**src/rtl/somatorio_pkg.sv**
```systemverilog
// rtl/somatorio_pkg.sv - shared state encoding, default sizes and operand slice helper
package somatorio_pkg;

  localparam int DEF_WIDTH = 8;
  localparam int DEF_N_OPS = 4;

  typedef enum logic [2:0] {
    IDLE  = 3'd0,
    INIT  = 3'd1,
    FIRST = 3'd2,
    SEND  = 3'd3,
    WAIT  = 3'd4,
    DONE  = 3'd5
  } state_t;

  // op0 sits in the MSBs of the packed operand vector
  function automatic logic [DEF_WIDTH-1:0] op_at(input logic [DEF_N_OPS*DEF_WIDTH-1:0] ops,
                                                 input int unsigned idx);
    return ops[(DEF_N_OPS-1-idx)*DEF_WIDTH +: DEF_WIDTH];
  endfunction

endpackage

```
**src/rtl/somatorio_if.sv**
```systemverilog
// rtl/somatorio_if.sv - iniciar/ent -> soma/pronto/erro link between initiator and datapath
interface somatorio_if #(
  parameter int WIDTH = 8
);
  logic             iniciar;
  logic [WIDTH-1:0] ent;
  logic [WIDTH-1:0] soma;
  logic             pronto;
  logic             erro;

  modport master (output iniciar, output ent, input soma, input pronto, input erro);
  modport slave  (input iniciar, input ent, output soma, output pronto, output erro);
endinterface

```
**src/rtl/somatorio_timeout_ctr.sv**
```systemverilog
// rtl/somatorio_timeout_ctr.sv - WAIT-state timeout counter with load/enable/expire
module somatorio_timeout_ctr #(
  parameter int TIMEOUT_CYC = 64
) (
  input  logic clk,
  input  logic reset,
  input  logic load,
  input  logic en,
  output logic expire
);
  localparam int CNT_W = $clog2(TIMEOUT_CYC + 1);

  logic [CNT_W-1:0] count;

  always_ff @(posedge clk) begin
    if (reset) begin
      count <= '0;
    end else if (load) begin
      count <= '0;
    end else if (en && !expire) begin
      count <= count + CNT_W'(1);
    end
  end

  assign expire = en && (count == CNT_W'(TIMEOUT_CYC - 1));
endmodule

```
**src/rtl/somatorio_mestre.sv**
```systemverilog
// rtl/somatorio_mestre.sv - somatorio initiator; optional res_mis check under SOMATORIO_SELF_CHECK_EN
module somatorio_mestre
  import somatorio_pkg::*;
#(
  parameter int WIDTH       = DEF_WIDTH,
  parameter int N_OPS       = DEF_N_OPS,
  parameter int TIMEOUT_CYC = 64
) (
  input  logic                   clk,
  input  logic                   reset,
  input  logic                   start,
  input  logic [N_OPS*WIDTH-1:0] ops,
  output logic                   busy,
  output logic                   done,
  output logic [WIDTH-1:0]       res_sum,
  output logic                   res_ovf,
  output logic                   res_tmo,
`ifdef SOMATORIO_SELF_CHECK_EN
  output logic                   res_mis,
`endif
  somatorio_if.master            bus
);
  localparam int IDX_W = $clog2(N_OPS);

  state_t                 state, next_state;
  logic [IDX_W-1:0]       idx;
  logic [N_OPS*WIDTH-1:0] op_reg;
  logic [WIDTH-1:0]       op_head;
  logic                   last_op;
  logic                   accept, shift;
  logic                   tmo_load, tmo_en, tmo_expire;
  logic                   iniciar_d, busy_d, done_d;
  logic [WIDTH-1:0]       ent_d;

  assign op_head = op_reg[N_OPS*WIDTH-1 -: WIDTH];
  assign last_op = (idx == IDX_W'(N_OPS - 1));

  always_ff @(posedge clk) begin
    if (reset) state <= IDLE;
    else       state <= next_state;
  end

  always_comb begin
    next_state = state;
    case (state)
      IDLE:    if (start) next_state = INIT;
      INIT:    next_state = FIRST;
      FIRST:   next_state = SEND;
      SEND:    if (last_op) next_state = WAIT;
      WAIT:    if (bus.erro || bus.pronto || tmo_expire) next_state = DONE;
      DONE:    next_state = IDLE;
      default: next_state = IDLE;
    endcase
  end

  // Outputs are decoded from next_state and registered, so they line up with the state they describe
  always_comb begin
    accept    = (state == IDLE) && (next_state == INIT);
    shift     = (next_state == FIRST) || (next_state == SEND);
    tmo_load  = (state == SEND) && (next_state == WAIT);
    tmo_en    = (state == WAIT);
    iniciar_d = (next_state == INIT) || (next_state == FIRST);
    busy_d    = (next_state != IDLE) && (next_state != DONE);
    done_d    = (next_state == DONE);
    case (next_state)
      FIRST, SEND: ent_d = op_head;
      WAIT:        ent_d = bus.ent;
      default:     ent_d = '0;
    endcase
  end

  somatorio_timeout_ctr #(
    .TIMEOUT_CYC(TIMEOUT_CYC)
  ) u_timeout (
    .clk    (clk),
    .reset  (reset),
    .load   (tmo_load),
    .en     (tmo_en),
    .expire (tmo_expire)
  );

  always_ff @(posedge clk) begin
    if (reset) begin
      bus.iniciar <= 1'b0;
      bus.ent     <= '0;
      busy        <= 1'b0;
      done        <= 1'b0;
      op_reg      <= '0;
      idx         <= '0;
      res_sum     <= '0;
      res_ovf     <= 1'b0;
      res_tmo     <= 1'b0;
    end else begin
      bus.iniciar <= iniciar_d;
      bus.ent     <= ent_d;
      busy        <= busy_d;
      done        <= done_d;

      if (accept) begin
        op_reg  <= ops;
        res_ovf <= 1'b0;
        res_tmo <= 1'b0;
      end else if (shift) begin
        op_reg <= op_reg << WIDTH;
      end

      if (state == FIRST) idx <= IDX_W'(1);
      else if (state == SEND && !last_op) idx <= idx + IDX_W'(1);

      // erro outranks pronto; a timeout leaves res_sum untouched
      if (state == WAIT) begin
        if (bus.erro) begin
          res_sum <= bus.soma;
          res_ovf <= 1'b1;
        end else if (bus.pronto) begin
          res_sum <= bus.soma;
          res_ovf <= 1'b0;
        end else if (tmo_expire) begin
          res_tmo <= 1'b1;
        end
      end
    end
  end

`ifdef SOMATORIO_SELF_CHECK_EN
  localparam int ACC_W = WIDTH + $clog2(N_OPS);

  logic [ACC_W-1:0] ref_acc;
  logic             ref_ovf;

  assign ref_ovf = |ref_acc[ACC_W-1:WIDTH];

  always_ff @(posedge clk) begin
    if (reset) begin
      ref_acc <= '0;
      res_mis <= 1'b0;
    end else begin
      if (accept) begin
        ref_acc <= '0;
        res_mis <= 1'b0;
      end else if (shift) begin
        ref_acc <= ref_acc + ACC_W'(op_head);
      end
      if (state == WAIT) begin
        if (bus.erro)        res_mis <= !ref_ovf;
        else if (bus.pronto) res_mis <= (bus.soma != ref_acc[WIDTH-1:0]) || ref_ovf;
        else if (tmo_expire) res_mis <= 1'b0;
      end
    end
  end
`endif

endmodule
```
**src/flat_wrapper.sv**
```systemverilog
// flat-port wrapper written by rule: the top's interface ports become plain ports
module somatorio_mestre_flat import somatorio_pkg::*;
#(
  parameter int WIDTH       = DEF_WIDTH,
  parameter int N_OPS       = DEF_N_OPS,
  parameter int TIMEOUT_CYC = 64
)
  (clk, reset, start, ops, busy, done, res_sum, res_ovf, res_tmo, bus_iniciar, bus_ent, bus_soma, bus_pronto, bus_erro);
  somatorio_if #(.WIDTH(WIDTH)) bus_i ();
  input  logic clk;
  input  logic reset;
  input  logic start;
  input  logic [N_OPS*WIDTH-1:0] ops;
  output logic busy;
  output logic done;
  output logic [WIDTH-1:0] res_sum;
  output logic res_ovf;
  output logic res_tmo;
  output wire logic [$bits(bus_i.iniciar)-1:0] bus_iniciar;
  output wire logic [$bits(bus_i.ent)-1:0] bus_ent;
  input wire logic [$bits(bus_i.soma)-1:0] bus_soma;
  input wire logic [$bits(bus_i.pronto)-1:0] bus_pronto;
  input wire logic [$bits(bus_i.erro)-1:0] bus_erro;
  assign bus_iniciar = bus_i.iniciar;
  assign bus_ent = bus_i.ent;
  assign bus_i.soma = bus_soma;
  assign bus_i.pronto = bus_pronto;
  assign bus_i.erro = bus_erro;
  somatorio_mestre #(.WIDTH(WIDTH), .N_OPS(N_OPS), .TIMEOUT_CYC(TIMEOUT_CYC)) u_core (.clk(clk), .reset(reset), .start(start), .ops(ops), .busy(busy), .done(done), .res_sum(res_sum), .res_ovf(res_ovf), .res_tmo(res_tmo), .bus(bus_i));
endmodule
```
**config.mk**
```make
export PLATFORM = sky130hd
export DESIGN_NAME = somatorio_mestre_flat
export DESIGN_NICKNAME = d
export VERILOG_FILES = /design/src/rtl/somatorio_pkg.sv /design/src/rtl/somatorio_if.sv /design/src/rtl/somatorio_timeout_ctr.sv /design/src/rtl/somatorio_mestre.sv /design/src/flat_wrapper.sv
export SDC_FILE = /design/constraint.sdc
export NUM_CORES = 1
export LEC_CHECK = 0
export BUFFER_PORTS_ARGS = -buffer_cell sky130_fd_sc_hd__buf_2
export CELL_PAD_IN_SITES_DETAIL_PLACEMENT = 1
export CELL_PAD_IN_SITES_GLOBAL_PLACEMENT = 1
export CORE_ASPECT_RATIO = 0.7
export CORE_MARGIN = 2
export CORE_UTILIZATION = 25
export CTS_CLUSTER_SIZE = 16
export DETAILED_ROUTE_END_ITERATION = 10
export PLACE_DENSITY = 0.65
export SYNTH_ARGS = -nofsm -noshare
export SYNTH_HDL_FRONTEND = slang
export SYNTH_SLANG_ARGS = --single-unit
```
**constraint.sdc**
```tcl
create_clock -name clk -period 3.1 [get_ports clk]
set_clock_uncertainty 0.15 [all_clocks]
set_input_delay 0 -clock clk [delete_from_list [all_inputs] [get_ports clk]]
set_output_delay 0 -clock clk [all_outputs]
set_load 0.01 [all_outputs]
```
# After elaboration in Yosys (flattened, before gate mapping)
# Index checks and enable logic that the tools add are counted.
# totals
ff_bits,65
in_bits,45
out_inout_bits,21
elab_cells,67
# classes
add_sub_neg,2
eq_ne,12
n_mux,20
reduce_logical,21
# op_table
cell,count
32-bit 2-to-1 mux,2
8-bit 2-to-1 mux,2
8-bit case mux with 2 select lines,1
3-bit case mux with 5 select lines,1
"3-bit by 2-bit equality test with 1-bit output, second input constant",4
1-bit 2-to-1 mux,11
"3-bit equality test, second input constant",3
3-bit 2-to-1 mux,3
"7-bit by 1-bit adder with 7-bit output, second input constant",1
"7-bit by 6-bit equality test with 1-bit output, second input constant",1
"3-bit by 1-bit equality test with 1-bit output, second input constant",2
1-bit logical AND,6
2-bit nonzero test,3
2-bit OR reduction,3
1-bit logical OR,4
3-bit zero test,1
"3-bit != test, second input constant",1
3-bit nonzero test,1
"2-bit by 1-bit adder with 2-bit output, second input constant",1
"2-bit equality test, second input constant",1
1-bit zero test,2
2-bit AND reduction,1

# Depth between registers and ports, before layout
# depth
ltp_word,12
ltp_mapped,7
ltp_nobuf,5

# By module
# Synthesis repeated with hierarchy kept, for this count alone.
# unflattened
hier_cells,302
hier_area_um2,2675.1
# by_module_without_submodules
module,instances,cells_each,area_per_inst_um2,seq_area_each_um2
somatorio_mestre,1,263,2329.7,1161.1
somatorio_timeout_ctr,1,39,345.3,140.1

# Least setup slack after synthesis
# No wires, ideal clock.
# synth_path
path_kind,reg2reg
startpoint,reg u_core.idx[0]
endpoint,reg u_core.bus.ent[0]
setup_ns,0.059
t_arrival_ns,1.550
required_ns,2.891
slack_ns,1.341
stages_incl_launch_ff,7
path_buffers,1
period_less_slack_ns,1.759
cell_sequence,dfxtp_1 -> ha_1 -> and3_1 -> or3_1 -> buf_2 -> nor2_2 -> a22o_1
# synth_between
elab_chain_len,6
word_cells_on_any_way,8
classes_between,eq/ne: 4; mux: 3; reduce/logical: 1
# synth_rtl
item,line_no,rtl
from (decl),somatorio_mestre.sv:26,logic [IDX_W-1:0] idx;
from (signal assigned),somatorio_mestre.sv:108,else if (state == SEND && !last_op) idx <= idx + IDX_W'(1);
2-bit equality test *,somatorio_mestre.sv:36,assign last_op = (idx == IDX_W'(N_OPS - 1));
3-bit 2-to-1 mux *,somatorio_mestre.sv:49,SEND: if (last_op) next_state = WAIT;
3-bit case mux with 5 select lines *,somatorio_mestre.sv:45,case (state)
3-bit by 2-bit equality test with 1-bit output,somatorio_mestre.sv:65,case (next_state)
2-bit OR reduction,somatorio_mestre.sv:65,
8-bit case mux with 2 select lines,somatorio_mestre.sv:65,
to (signal assigned),somatorio_mestre.sv:95,bus.ent <= ent_d;
to (decl),somatorio_if.sv:11,"modport master (output iniciar, output ent, input soma, input pronto, input erro);"
# Every way passes the cells marked *; elsewhere a longest branch is shown, timed or not.
# A chain may end at the register's enable or synchronous reset.

# Worst setup path in the final report
# layout_path
startpoint,reg u_core.state[1]
endpoint,reg u_core.op_reg[27]
# layout_between
elab_chain_len,8
word_cells_on_any_way,18
classes_between,eq/ne: 7; mux: 5; reduce/logical: 6
# layout_rtl
item,line_no,rtl
from (decl),somatorio_mestre.sv:25,"state_t state, next_state;"
from (signal assigned),somatorio_mestre.sv:40,else state <= next_state;
3-bit equality test,"somatorio_mestre.sv:45, somatorio_mestre.sv:61",
1-bit logical AND,somatorio_timeout_ctr.sv:25,assign expire = en && (count == CNT_W'(TIMEOUT_CYC - 1));
1-bit logical OR,somatorio_mestre.sv:50,WAIT: if (bus.erro || bus.pronto || tmo_expire) next_state = DONE;
3-bit 2-to-1 mux,somatorio_mestre.sv:50,
3-bit case mux with 5 select lines,somatorio_mestre.sv:45,
3-bit by 1-bit equality test with 1-bit output or 3-bit by 2-bit equality test with 1-bit output (tied branches),"somatorio_mestre.sv:58, somatorio_mestre.sv:59",
1-bit logical AND or 1-bit logical OR (tied branches),"somatorio_mestre.sv:58, somatorio_mestre.sv:59",
32-bit 2-to-1 mux or 2-bit nonzero test (tied branches),--,
to (signal assigned),somatorio_mestre.sv:100,op_reg <= ops;
to (signal assigned),somatorio_mestre.sv:104,op_reg <= op_reg << WIDTH;
to (decl),somatorio_mestre.sv:27,logic [N_OPS*WIDTH-1:0] op_reg;
# Several ways; a longest one is shown, not always the timed one.

==> impl_metrics.py <==
metrics = {
    "layout": {
        "final_nets": 470,
        "area_growth_pct": 47.78,
        "layout_commonest_cell": "nand2_1",
        "largest_register_ff_count": 32,
        "fin_util": 0.3799,
        "drive_above_1_share": 0.2201,
        "layout_common_cells": "nand2_1 (76), buf_2 (65), dfxtp_1 (65)",
        "insertedDiodeCount": 0,
        "final_cells": 559,
    },
    "die": {
        "coreArea_um2": 10320,
        "die_h_um": 90.18,
        "fp.dieW_um": 127.1,
        "dieArea_um2": 11460,
        "row_count": 31,
        "start_util": 0.2571,
        "num_io_pins": 66,
    },
    "setup_path": {
        "path_buf_inv": 2,
        "required_ns": 3.23,
        "reg2regPathDepth": 6,
        "critPathMaxStageDelay_ns": 0.62,
        "cp_max_fo": 25,
        "worstSetupStartpoint": "u_core.state[1]",
        "critPathCaptureType": "register",
        "critical_path_class": "register to register",
        "startpoint_type": "register",
        "r2r_start": "u_core.state[1]",
        "crit_family": "buffers and inverters",
        "reg2reg_to": "u_core.op_reg[27]",
        "reg2reg_slack_ns": 0.35,
        "worstPathArrival_ns": 2.88,
        "cp_slowest_cell": "dfxtp_1",
        "cp_cell_sequence": "and3_1 -> or3_1 -> buf_4 -> nand2_1 -> a311oi_1 -> dlygate4sd3_1",
    },
    "clock_tree": {
        "path_clk_slew_ns": 0.05,
        "clk_path_buf_depth": 2,
        "cts_resized": 0,
        "clockRootBuffer": "clkbuf_16",
        "clock-sinks": 65,
        "insertion_delay_ns": 0.33,
        "cts-htree-levels": 3,
        "cts_buffers": 9,
        "cts_tree": "built",
    },
    "synth": {
        "ys_seq_area_frac": 0.4906,
        "synthArstFlopShare": 0,
        "avgSynthCellArea_um2": 8.557,
        "synthCells": 310,
        "syn_nets": 357,
        "ys_ff_latch": 65,
        "synth_cell_types": 39,
        "synth_top_flop_cell": "dfxtp_1",
        "yosysWarnings": 0,
        "netlist_area_um2": 2653,
        "synth-edff-count": 0,
    },
    "drt": {
        "route.detailed.drc": 0,
        "dr.pass1.iters": 4,
        "vias_per_cell": 4.685,
        "drt_wl_total_um": 8274,
        "antenna_left": 0,
        "wl_per_cell_um": 14.80,
        "via_count": 2619,
        "drt_iter0_markers": 146,
    },
    "timing": {
        "fmax_mhz": 363.5,
        "holdWs_ns": 0.2831,
        "post-route-period-util": 0.8875,
        "tns_ns": 0,
        "finalCriticalPeriod_ns": 2.751,
        "worst_slew_pin_slew_ns": 0.8517,
        "rsz0062_at_grt": "false",
        "final_hold_viol_count": 0,
        "setup_slack_ns": 0.3489,
        "max_slew_margin": 0.4307,
        "slew_violations": 0,
        "setup_viol": 0,
    },
    "pwr": {
        "pwr-share-seq": 0.418,
        "intPower_mw": 1.684,
        "p_leak_nw": 1.588,
        "p_sw_frac": 0.2439,
        "pwr-share-clk": 0.454,
        "p_per_area_nw_per_um2": 568.1,
        "ir_drop_uv": 277.1,
        "power_frac_comb": 0.128,
        "p_sw_mw": 0.5432,
    },
    "run": {
        "cap_viol_max_count": 0,
    },
    "global_routing": {
        "grt_max_degree": 58,
        "grt_pass1_wl_um": 14110,
        "grt.overflow.total": 0,
        "grtUsageTotal": 0.1578,
        "antenna_found_initial": 0,
        "grt_pass1_vias": 2776,
    },
    "placed_design": {
        "place_inst": 489,
        "port_buffers": 65,
        "gp_congestion": 0.7183,
        "dpl_worst_slack_ns": 0.8389,
        "hpwlAfterDp_um": 5314,
    },
    "min_path": {
        "hp-start": "u_core.u_timeout.count[6]",
        "whs_path_depth": 2,
        "hold_class": "register to register",
        "hold_path_end": "u_core.u_timeout.count[6]",
    },
    "run_status": {
        "status": "complete, no violations",
    },
}
power groups by stage:
stage	clock [mW]	combinational, mW	sequential (mW)
detailed placement	0	0.227	0.947
global placement	0	0.221	0.947
finish	1.01	0.285	0.930
floorplan	0	0.158	0.933
global route	1.08	0.324	0.938
CTS	1.04	0.285	0.930
per-stage QoR:
| stage | cell area, µm² | power, mW |
|---|---|---|
| 2_1_floorplan | 2653 | 1.091 |
| 3_3_place_gp | 3073 | 1.168 |
| 3_5_place_dp | 3073 | 1.174 |
| 4_1_cts | 3920 | 2.251 |
| 5_1_grt | 3920 | 2.341 |
| 6_report | 3920 | 2.227 |
cells in the mapped netlist (2+ instances only):
library cell  count  area share
a21oi_1          19       0.036
a22o_1            8       0.026
a22oi_1           3      0.0085
a311oi_1         25       0.083
and3_1            3      0.0071
buf_2            11       0.021
clkbuf_1          9       0.013
dfxtp_1          65        0.49
ha_1              2      0.0094
nand2_1          76        0.11
nand2b_1          2      0.0047
nand3_1          10       0.019
nand3b_1          3      0.0085
nor2_1           37       0.052
nor2_2            2      0.0047
nor3_1            6       0.011
nor3b_4           2       0.014
nor4_1            2      0.0047
o211ai_1          2      0.0057
or3_1             2      0.0047
xor2_1            3      0.0099
worst reg2reg max path, stage by stage (launching register included):
cell,delay [ns]
dfxtp_1,0.62
and3_1,0.31
or3_1,0.34
buf_4,0.34
nand2_1,0.11
a311oi_1,0.25
dlygate4sd3_1,0.58
logic make-up after synthesis:
| family | count (synthesis) | share of synthesized area |
|---|---|---|
| adders and majority gates | 2 | 0.009432 |
| xor gates and xnor gates | 3 | 0.009907 |
| buffers and inverters | 23 | 0.03915 |
| DFF | 65 | 0.4906 |
| and+or+nand+nor | 151 | 0.2646 |
| AOI/OAI and AO/OA | 64 | 0.1783 |
| muxes | 2 | 0.008019 |
what timing repair did:
action,CTS,global route
buffers inserted,0,0
hold buffers,55,0
endpoints found under the hold margin,46,0
routing by layer:
| metal | vias to the layer above | GRT usage | wire (µm) |
|---|---|---|---|
| met5 | - | 0 | 0 |
| met4 | 0 | 0.05952 | 147 |
| met3 | 12 | 0.04762 | 283 |
| met2 | 49 | 0.2491 | 3870 |
| met1 | 1241 | 0.2030 | 3973 |
| li1 | 1317 | - | - |
worst max-delay path by stage:
stage | end | slack [ns] | cells past startpoint
floorplan | u_core.bus.ent[0] | 1.34 | 6
global placement | u_core.op_reg[11] | 0.98 | 5
detailed placement | u_core.op_reg[16] | 0.84 | 5
CTS | u_core.op_reg[27] | 0.35 | 6
global route | u_core.op_reg[27] | 0.16 | 6
finish | u_core.op_reg[27] | 0.35 | 6
layout make-up:
| cell class | count | area [µm²] |
|---|---|---|
| clock buffer | 12 | 256.5 |
| clock inverter | 3 | 40.04 |
| sequential | 65 | 1301 |
| multi-input combinational | 222 | 1247 |
| inverter | 1 | 3.754 |
| timing repair buffer | 124 | 905.9 |
| fill | 1222 | 6397 |
| tap | 132 | 165.2 |
(Power assumes the default switching activity.)
